**src/rtl/i2s_rx_deser.sv**
```systemverilog
// i2s_rx_deser: slave I2S receiver, MSB-first with one-bit delay, emits L/R pairs plus valid/err pulses.
module i2s_rx_deser #(
  parameter int MAXW = 32
) (
  input  logic            clk,
  input  logic            rst_n,
  input  logic            en_i,
  input  logic            frame_32_i,
  input  logic            ws_i,
  input  logic            sd_i,
  output logic [MAXW-1:0] data_l_o,
  output logic [MAXW-1:0] data_r_o,
  output logic            valid_o,
  output logic            err_o
);
  typedef enum logic {SYNC, RUN} state_t;
  state_t      state_q, state_d;
  logic        ws_q, n32_q, n32_d, have_left_q, have_left_d;
  logic        valid_q, valid_d, err_q, err_d;
  logic [5:0]  cnt_q, cnt_d, nm1;
  logic [31:0] word_q, word_d, hold_q, hold_d, dl_q, dl_d, dr_q, dr_d, cap;
  logic        bnd;
  always_comb begin
    bnd = ws_i != ws_q;
    nm1 = n32_q ? 6'd31 : 6'd15;
    cap = word_q;
    if (cnt_q <= nm1) cap[5'(nm1 - cnt_q)] = sd_i;
    state_d     = state_q;
    cnt_d       = bnd ? 6'd0 : (cnt_q == 6'd63 ? cnt_q : cnt_q + 6'd1);
    n32_d       = bnd ? frame_32_i : n32_q;
    word_d      = word_q;
    hold_d      = hold_q;
    have_left_d = have_left_q;
    dl_d        = dl_q;
    dr_d        = dr_q;
    valid_d     = 1'b0;
    err_d       = 1'b0;
    if (!en_i) begin
      state_d = SYNC;
    end else if (state_q == SYNC) begin
      if (bnd) begin
        state_d     = RUN;
        have_left_d = 1'b0;
        word_d      = '0;
      end
    end else begin
      // the boundary-edge bit is the LSB of the word that is ending
      word_d = bnd ? '0 : cap;
      if (bnd) begin
        err_d = cnt_q != nm1;
        if (!ws_q) begin
          hold_d      = cap;
          have_left_d = 1'b1;
        end else begin
          have_left_d = 1'b0;
          valid_d     = have_left_q;
          dl_d        = have_left_q ? hold_q : dl_q;
          dr_d        = have_left_q ? cap : dr_q;
        end
      end
    end
  end
  always_ff @(posedge clk or negedge rst_n) begin
    if (!rst_n) begin
      state_q     <= SYNC;
      ws_q        <= 1'b1;
      cnt_q       <= '0;
      n32_q       <= 1'b1;
      word_q      <= '0;
      hold_q      <= '0;
      have_left_q <= 1'b0;
      dl_q        <= '0;
      dr_q        <= '0;
      valid_q     <= 1'b0;
      err_q       <= 1'b0;
    end else begin
      state_q     <= state_d;
      ws_q        <= ws_i;
      cnt_q       <= cnt_d;
      n32_q       <= n32_d;
      word_q      <= word_d;
      hold_q      <= hold_d;
      have_left_q <= have_left_d;
      dl_q        <= dl_d;
      dr_q        <= dr_d;
      valid_q     <= valid_d;
      err_q       <= err_d;
    end
  end
  assign data_l_o = MAXW'(dl_q);
  assign data_r_o = MAXW'(dr_q);
  assign valid_o  = valid_q;
  assign err_o    = err_q;
endmodule

```
**config.mk**
```make
export PLATFORM = sky130hd
export DESIGN_NAME = i2s_rx_deser
export DESIGN_NICKNAME = d
export VERILOG_FILES = /design/src/rtl/i2s_rx_deser.sv
export SDC_FILE = /design/constraint.sdc
export NUM_CORES = 1
export LEC_CHECK = 0
export CAP_MARGIN = 20
export CORE_ASPECT_RATIO = 0.9
export CORE_MARGIN = 2
export CORE_UTILIZATION = 53
export CTS_BUF_LIST = sky130_fd_sc_hd__clkbuf_2 sky130_fd_sc_hd__clkbuf_4 sky130_fd_sc_hd__clkbuf_8
export DETAILED_ROUTE_END_ITERATION = 6
export GPL_TIMING_DRIVEN = 0
export MAX_ROUTING_LAYER = met4
export PLACE_DENSITY = 0.79
export SETUP_SLACK_MARGIN = 0.4
export SLEW_MARGIN = 0
export SYNTH_ARGS = -nofsm -noshare
export SYNTH_HDL_FRONTEND = slang
export SYNTH_SLANG_ARGS = --single-unit
```
**constraint.sdc**
```tcl
create_clock -name clk -period 2.85 [get_ports clk]
set_clock_uncertainty 0.2 [all_clocks]
set_input_delay 0.57 -clock clk [delete_from_list [all_inputs] [get_ports clk]]
set_output_delay 0.57 -clock clk [all_outputs]
set_load 0.01 [all_outputs]
```
==> impl_metrics.json, run 1 <==
{
  "slowest_delay_ns": 0.52,
  "antenna_left": 0,
  "cts_root_buffer": "clkbuf_8",
  "antenna_found_initial": 0,
  "nFillCells": 870,
  "ys_seq_elements": 140,
  "cts_htree_levels": 4,
  "routedWlPerCell_um": 17.02,
  "netlist_area_sq_um": 5967,
  "ys_types": 36,
  "start_util": 0.5474,
  "worst_ep_required_time_ns": 2.97,
  "synth_top_area_cell": "dfrtp_1",
  "routed_wl_um": 13850,
  "path_buf_inv": 3,
  "hold_viol_final": 0,
  "avgSynthCellArea_sq_um": 10.67,
  "slew_violations": 0,
  "instances_no_fill": 814,
  "cts_buffer_depth": 2,
  "cts_tree": "built",
  "startpoint": "n32_q",
  "grt_pass1_wl_um": 23140,
  "die-width_um": 115.8,
  "syn-num-nets": 570,
  "seqCellArea_sq_um": 3506,
  "die-area_sq_um": 12120,
  "worst_skew_pair.late_latency_ns": 0.45,
  "drtIter0Drc": 342,
  "max_freq_mhz": 421.9,
  "status": "finished clean",
  "dpl.hpwl_um": 9491,
  "synth_edf_count": 0,
  "drive_gt1_frac": 0.1526,
  "multi_input_area_sq_um": 2171,
  "finalWeightedCongestion": 0.8785,
  "worstSetupPathType": "reg2reg",
  "area_growth_pct": 23.25,
  "num_rows": 36,
  "leakage_uw": 0.003406,
  "synth_seq_area_share": 0.5875,
  "core_sq_um": 10900,
  "io_pins": 72,
  "hold_class": "reg2reg",
  "clock-sinks": 140,
  "n_antenna_cell": 0,
  "vias": 4574,
  "finalInstanceArea_sq_um": 7355,
  "hold_start": "have_left_q",
  "whs_ns": 0.2814,
  "crit_slowest_cell": "dfstp_2",
  "synth_top_area_frac": 0.5787,
  "firstDrtPassIters": 7,
  "grt_pass1_vias": 4599,
  "fin_crit_ns": 2.370,
  "regToRegStartpoint": "n32_q",
  "post-cts-setup-buffers": 0,
  "grt_remaining_overflow": 0,
  "die_h_um": 104.7,
  "cp-end-kind": "register",
  "synthArstFlopShare": 1.000,
  "portBuffers": 70,
  "worst_pin_slew_ns": 0.6179,
  "fin_crit_sh": 0.8316,
  "path_max_fanout": 10,
  "powerDensity_nw_per_um2": 742.3,
  "max_slew_margin": 0.5853,
  "crit_family": "flip-flops",
  "setup_viol": 0,
  "synth_flop_cell": "dfrtp_1",
  "nets": 661,
  "worst-endpoint-arrival_ns": 2.49,
  "worstSetupStartpointType": "register",
  "synth_area_leaders": "dfrtp_1 (58%), a21oi_1 (8.0%), mux2_2 (5.7%)",
  "post_dp_cell_area_sq_um": 6887,
  "ir_worst_vdd_uv": 469.9,
  "grt_usage": 0.2530,
  "viasPerCell": 5.619,
  "synthCells": 559,
  "maxCapViolCount": 0,
  "power_uw": 5459,
  "yosysWarnings": 0,
  "path_cells": "inv_1 -> ha_1 -> buf_2 -> nor3_4 -> buf_6 -> nand4_1 -> mux2i_2 -> a21oi_1",
  "rsz0062_at_grt": "yes",
  "dp_cells": 782,
  "grt_max_degree": 74,
  "drc": 0,
  "clkTransAtPathRegs_ns": 0.07,
  "cts_inserted_buffers": 17
}
==> cell usage after synthesis, drive strengths merged (3+ instances only) <==
cell,count
dfrtp,138
a21oi,95
nor2,69
inv,36
mux2,32
o22ai,32
mux2i,28
buf,26
nand2,26
nand3,14
clkbuf,12
a31oi,7
ha,5
nor3,5
and4bb,4
nand4,4
and3,3
nor2b,3
o21ai,3
==> repair_timing <==
| item | 4_1_cts | 5_1_grt |
|---|---|---|
| endpoints found under the hold margin | 65 | 0 |
| setup endpoints to repair | 2 | 16 |
| hold buffers | 1 | 0 |
| resized for setup | 2 | 4 |
==> worst paths after layout <==
check                      cells past startpoint  slack (ns)           end
max in group asynchronous                      3        1.18  data_l_o[26]
setup / recovery                               8        0.48    hold_q[19]
min in group asynchronous                      2        0.48   data_l_o[6]
hold / removal                                 1        0.28   have_left_q
hold reg to reg                                1        0.28   have_left_q
setup reg to reg                               8        0.48    hold_q[19]
==> final cells by class <==
type,instances,area share
buffer,38,0.02467
clock buffer,20,0.03573
sequential,140,0.4767
clock inverter,11,0.02297
multi-input combinational,345,0.2952
timing repair buffer,72,0.1005
inverter,36,0.01837
tap,152,0.02586
==> report_power, final <==
| part | internal, uW | switching [uW] |
|---|---|---|
| Clock | 990 | 750 |
| Combinational | 626 | 549 |
| Sequential | 2340 | 206 |
==> routing by layer <==
| layer | routed length, um | up-vias | global-route usage |
|---|---|---|---|
| met5 | 0 | - | - |
| met4 | 301 | 0 | 0.09354 |
| met3 | 579 | 28 | 0.04930 |
| met2 | 6744 | 124 | 0.3835 |
| met1 | 6227 | 2304 | 0.3415 |
| li1 | - | 2118 | - |
==> state kept, by name (all words and copies together), names as in the netlist <==
name	count
data_r_o	32
have_left_q	1
ws_q	1
state_q	1
hold_q	32
cnt_q	6
word_q	32
err_o	1
data_l_o	32
n32_q	1
valid_o	1
==> per-stage QoR <==
stage	setup slack [ns]	TNS (ns)	util
6_report	0.4799	0	0.6747
5_1_grt	0.3828	0	0.6747
4_1_cts	0.4214	0	0.6729
3_5_place_dp	0.05332	0	0.6318
3_3_place_gp	-4.262	-592.01	0.6291
2_1_floorplan	0.7660	0	-
==> kinds of logic (layout without fill, tap and decap cells) <==
family,Yosys count,count (layout),synth area share
compound gates,141,141,0.1281
xor+xnor,2,2,0.002936
fa+ha+maj,5,5,0.01048
buf+inv,74,177,0.05200
flops,140,140,0.5875
mux,60,60,0.1074
simple gates,137,137,0.1116
==> placed cells by master, fill, tap and decap left out, types with 2 or more instances in the layout <==
cell             Yosys  layout
nand4_1              4       4
nor2_1              68      68
a31oi_1              7       7
nand3_1             14      14
bufinv_16            0       4
nand4b_1             2       2
buf_6                0       2
clkbuf_4             0       2
o21bai_1             2       2
and3_1               3       3
buf_2               26      25
dfrtp_1            138     138
mux2i_1             28      26
nand2_1             26      26
clkbuf_1            12      12
nor3_1               3       3
nor2b_1              3       3
o21ai_0              2       2
nand3b_1             2       2
nor3_4               0       2
and4bb_2             4       4
a21oi_1             95      95
o22ai_1             32      32
ha_1                 5       5
inv_1               36      36
dfstp_2              2       2
mux2i_2              0       2
mux2_1               2       2
clkinv_2             0       3
clkinv_4             0       3
clkbuf_8             0      18
mux2_2              30      30
clkdlybuf4s50_1      0      69
(Power assumes the default switching activity.)
==> inputs of run 2 (changes only) <==
==> constraint.sdc (replaced) <==
create_clock -name clk -period 2.3 [get_ports clk]
set_clock_uncertainty 0.2 [all_clocks]
set_input_delay 0.46 -clock clk [delete_from_list [all_inputs] [get_ports clk]]
set_output_delay 0.46 -clock clk [all_outputs]
set_load 0.01 [all_outputs]
==> run 2 against run 1 <==
Die area did not move. Global-route usage grew 1.0 points. Core utilization rose by 5.8 points. First-iteration DRC count down 27%. Non-clock buffer count increased by 15. Combinational power grew 25%. Largest cell class unchanged.
==> impl_metrics.json, run 2 (same netlist as run 1, synthesis figures left out) <==
{
  "grt_remaining_overflow": 0,
  "finalWeightedCongestion": 0.8701,
  "firstDrtPassIters": 4,
  "path_max_fanout": 5,
  "die_h_um": 104.7,
  "die-area_sq_um": 12120,
  "vias": 4702,
  "worst_skew_pair.late_latency_ns": 0.45,
  "cts_inserted_buffers": 17,
  "instances_no_fill": 830,
  "dpl.hpwl_um": 9339,
  "worstSetupEndpoint": "hold_q[19]",
  "core_sq_um": 10900,
  "slew_violations": 0,
  "reg2reg_to": "hold_q[19]",
  "routedWlPerCell_um": 18.06,
  "clkTransAtPathRegs_ns": 0.08,
  "hold_viol_final": 0,
  "grt_usage": 0.2632,
  "max_slew_margin": 0.3849,
  "drc": 0,
  "fin_crit_sh": 0.9736,
  "fin_crit_ns": 2.239,
  "status": "finished clean",
  "dp_cells": 782,
  "grt_pass1_vias": 4816,
  "io_pins": 72,
  "setup_viol": 0,
  "worst-endpoint-arrival_ns": 2.40,
  "antenna_found_initial": 0,
  "nFillCells": 747,
  "final_common_cell": "dfrtp_1",
  "post_dp_cell_area_sq_um": 6918,
  "worstSetupPathType": "reg2reg",
  "maxCapViolCount": 0,
  "viasPerCell": 5.665,
  "final_cell_mix": "dfrtp_1 (138), nor2_1 (67), dlygate4sd2_1 (67)",
  "finalInstanceArea_sq_um": 7985,
  "hold_class": "in2reg",
  "drive_gt1_frac": 0.3230,
  "powerDensity_nw_per_um2": 817.5,
  "routed_wl_um": 14990,
  "rsz0062_at_grt": "yes",
  "worst_ep_required_time_ns": 2.46,
  "die-width_um": 115.8,
  "worst_pin_slew_ns": 0.9227,
  "grt_pass1_wl_um": 24180,
  "cts_tree": "built",
  "start_util": 0.5474,
  "leakage_uw": 0.003843,
  "cts_root_buffer": "clkbuf_8",
  "drtIter0Drc": 248,
  "area_growth_pct": 33.82,
  "startpoint": "n32_q",
  "cts_buffer_depth": 2,
  "cp-end-kind": "register",
  "num_rows": 36,
  "rrSetupSlack_ns": 0.06,
  "ir_worst_vdd_uv": 533.6,
  "cts_htree_levels": 4,
  "portBuffers": 70,
  "worstSetupStartpointType": "register",
  "whs_ns": 0.1628,
  "r2r_cells": 8,
  "antenna_left": 0,
  "clock-sinks": 140,
  "max_freq_mhz": 446.6,
  "n_antenna_cell": 0,
  "grt_max_degree": 85,
  "nets": 676,
  "regToRegStartpoint": "n32_q"
}
[run 2: cell types whose count changed in the layout (fill, tap and decap cells not counted), sizes merged]
cell and change:
dlymetal6s2s +1, clkbuf +1, buf +13, bufinv -2, clkdlybuf4s50 -68, dlygate4sd2 +67, clkinv +4
[run 2: layer usage]
| layer | up-vias | track usage | part of all wire |
|---|---|---|---|
| met5 | - | - | 0 |
| met4 | 0 | 0.09439 | 0.019 |
| met3 | 28 | 0.05510 | 0.041 |
| met2 | 125 | 0.4089 | 0.50 |
| met1 | 2400 | 0.3448 | 0.44 |
| li1 | 2149 | - | - |
[run 2: layout make-up]
cell class	instances	area [sq um]	area share
plain buffers	38	234.0	0.02930
clock buffers	19	255.2	0.03196
clock inverters	13	125.1	0.01567
inverters	36	135.1	0.01692
multi-input cells	345	2740	0.3432
flip-flops and latches	140	3506	0.4390
well taps	152	190.2	0.02382
repair buffers	87	799.5	0.1001
[run 2: how the worst min path moves through the flow]
| stage | depth (start not counted) | slack (ns) | from | end |
|---|---|---|---|---|
| floorplan | 0 | -0.04 | rst_n | cnt_q[0] |
| CTS | 1 | 0.14 | ws_i | ws_q |
| global route | 1 | 0.15 | ws_i | ws_q |
| detailed placement | 1 | 0.26 | rst_n | hold_q[6] |
| finish | 1 | 0.16 | ws_i | ws_q |
| global placement | 1 | 0.26 | have_left_q | have_left_q |
[run 2: through the flow]
stage	TNS, ns	utilization	setup WS, ns	power (uW)
after global placement	-685.14	0.6320	-4.682	4588
after floorplan	0	-	0.3448	3862
after CTS	0	0.6957	0.1270	6445
after detailed placement	-40.29	0.6346	-0.4802	4655
after global routing	-0.06364	0.7326	-0.02976	6856
final	0	0.7326	0.06080	6528
[run 2: critical path, stage by stage, from the launching register on]
cell and delay [ns]:
dfstp_2 0.53, inv_2 0.04, ha_4 0.21, buf_8 0.13
nor3_4 0.25, buf_6 0.16, nand4_1 0.19, mux2i_2 0.24
a21oi_1 0.20
[run 2: what timing repair did]
item,in CTS,in global routing
endpoints found under the setup margin,198,131
hold buffers,1,0
resized for setup,147,77
endpoints found under the hold margin,54,0
buffers inserted,6,8
pin swaps,34,28
cloned,1,0
[run 2: power breakdown]
group | switching (uW) | leakage (uW) | internal, uW
Combinational | 793 | 0.00180 | 682
Sequential | 242 | 0.00184 | 2900
Clock | 925 | 0.000202 | 989
Total | 1960 | 0.00384 | 4570
==> inputs of run 3 (changes only) <==
--- a/config.mk
+++ b/config.mk
@@ -11,8 +11,8 @@
 export CORE_UTILIZATION = 53
 export CTS_BUF_LIST = sky130_fd_sc_hd__clkbuf_2 sky130_fd_sc_hd__clkbuf_4 sky130_fd_sc_hd__clkbuf_8
 export DETAILED_ROUTE_END_ITERATION = 6
+export GPL_ROUTABILITY_DRIVEN = 1
 export GPL_TIMING_DRIVEN = 0
-export MAX_ROUTING_LAYER = met4
 export PLACE_DENSITY = 0.79
 export SETUP_SLACK_MARGIN = 0.4
 export SLEW_MARGIN = 0
==> run 3 against run 2 <==
First-iteration DRC count up 57%. Sequential power about the same. Clock power up 13%. Worst hold slack worse by 0.023 ns. Highest routed layer unchanged. Fmax down 1.7%. Combinational power about the same. Largest power group unchanged. Largest cell class unchanged.
==> impl_metrics.json, run 3 (same netlist as run 1, synthesis figures left out) <==
{
  "status": "finished clean",
  "die-width_um": 115.8,
  "routedWlPerCell_um": 19.32,
  "seqCellArea_sq_um": 3506,
  "ir_worst_vdd_uv": 587.2,
  "fin_crit_ns": 2.279,
  "worst-endpoint-arrival_ns": 2.46,
  "finalWeightedCongestion": 0.8692,
  "multi_input_area_sq_um": 2754,
  "fin_ws_ns": 0.02128,
  "n_antenna_cell": 0,
  "rrSetupSlack_ns": 0.02,
  "rsz0062_at_grt": "yes",
  "maxCapViolCount": 0,
  "r2r_cells": 8,
  "max_slew_margin": 0.3321,
  "routed_wl_um": 16040,
  "reg2reg_to": "hold_q[18]",
  "cts_buffer_depth": 2,
  "die_h_um": 104.7,
  "final_cell_mix": "dfrtp_1 (138), nor2_1 (67), dlygate4sd2_1 (67)",
  "die-area_sq_um": 12120,
  "cts_tree": "built",
  "firstDrtPassIters": 5,
  "hold_viol_final": 0,
  "dpl.hpwl_um": 9357,
  "whs_ns": 0.1401,
  "viasPerCell": 5.842,
  "leakage_uw": 0.003844,
  "cts_inserted_buffers": 17,
  "start_util": 0.5474,
  "power_uw": 6791,
  "core_sq_um": 10900,
  "antenna_left": 0,
  "grt_max_degree": 98,
  "area_growth_pct": 35.08,
  "portBuffers": 70,
  "nFillCells": 756,
  "clkTransAtPathRegs_ns": 0.09,
  "post-place-ws_ns": -0.4754,
  "hold_class": "in2reg",
  "worst_ep_required_time_ns": 2.48,
  "antenna_found_initial": 0,
  "regToRegStartpoint": "n32_q",
  "whs_endpoint": "ws_q",
  "final_util": 0.7394,
  "grt_pass1_vias": 4922,
  "slew_violations": 0,
  "drtIter0Drc": 389,
  "worst_skew_pair.late_latency_ns": 0.46,
  "vias": 4849,
  "fin_crit_sh": 0.9907,
  "worstSetupPathType": "reg2reg",
  "hold_path_depth": 1,
  "drc": 0,
  "setup_viol": 0,
  "max_freq_mhz": 438.8,
  "cp-end-kind": "register",
  "drive_gt1_frac": 0.3274,
  "worstSetupStartpointType": "register",
  "worst_pin_slew_ns": 1.002,
  "path_max_fanout": 7,
  "startpoint": "n32_q",
  "clock-sinks": 140,
  "powerDensity_nw_per_um2": 842.5,
  "grt_pass1_wl_um": 24330,
  "grt_remaining_overflow": 0,
  "hold_start": "ws_i",
  "final_common_cell": "dfrtp_1",
  "cts_htree_levels": 4,
  "cts_root_buffer": "clkbuf_8",
  "io_pins": 72,
  "nets": 676,
  "num_rows": 36,
  "grt_usage": 0.2577
}
[run 3: cell count changes in the layout (fill, tap and decap cells not counted), moves of 2 or more]
cell,change
nand3_4,+2
mux2i_4,-2
a21oi_1,+6
nand3_1,-3
ha_2,+4
a21oi_2,-7
mux2i_2,+2
clkbuf_8,+2
clkinv_2,-5
ha_1,-3
[run 3: through the flow]
stage | area (sq um) | setup TNS [ns] | instances
final | 8060 | 0 | 830
after floorplan | 5998 | 0 | 559
after CTS | 7656 | 0 | 825
after detailed placement | 6918 | -38.85 | 782
after global placement | 6889 | -680.42 | 781
after global routing | 8060 | -0.01909 | 830
[run 3: cell type report]
| cell class | instances | share of cell area |
|---|---|---|
| multi-input cells | 345 | 0.3417 |
| inverters | 36 | 0.01677 |
| flip-flops and latches | 140 | 0.4350 |
| clock buffers | 22 | 0.03601 |
| plain buffers | 38 | 0.02949 |
| well taps | 152 | 0.02360 |
| repair buffers | 87 | 0.1004 |
| clock inverters | 10 | 0.01708 |
[run 3: worst max-delay path, stage by stage, from the launching register on]
cell	delay (ns)
dfstp_2	0.53
inv_2	0.05
ha_4	0.21
buf_8	0.13
nor3_4	0.24
buf_4	0.16
nand4_1	0.24
mux2i_2	0.25
a21oi_1	0.19
[run 3: worst max-delay path by stage]
stage                        end  slack [ns]  depth (start not counted)
floorplan           data_r_o[31]        0.34                          8
global placement    data_l_o[26]       -4.65                          1
detailed placement  data_r_o[20]       -0.48                          6
CTS                   hold_q[18]        0.15                          8
global route          hold_q[18]       -0.01                          8
finish                hold_q[18]        0.02                          8
[run 3: where the power goes]
group | internal [uW] | switching [uW]
Clock | 1180 | 968
Combinational | 684 | 816
Sequential | 2900 | 243
Total | 4760 | 2030
[run 3: per-layer routing]
metal	vias up	wire length (um)	part of all wire	GRT usage
li1	2149	-	-	-
met1	2461	6633	0.41	0.3409
met2	195	8033	0.50	0.4098
met3	44	872	0.054	0.06613
met4	0	500	0.031	0.09779
met5	-	0	0	0
[run 3: repair_timing]
item	4_1_cts	5_1_grt
hold buffers	1	0
gates cloned	1	0
endpoints found under the hold margin	43	0
pin swaps	33	29
gates resized for setup	150	81
buffers inserted	9	5
setup endpoints to repair	196	130
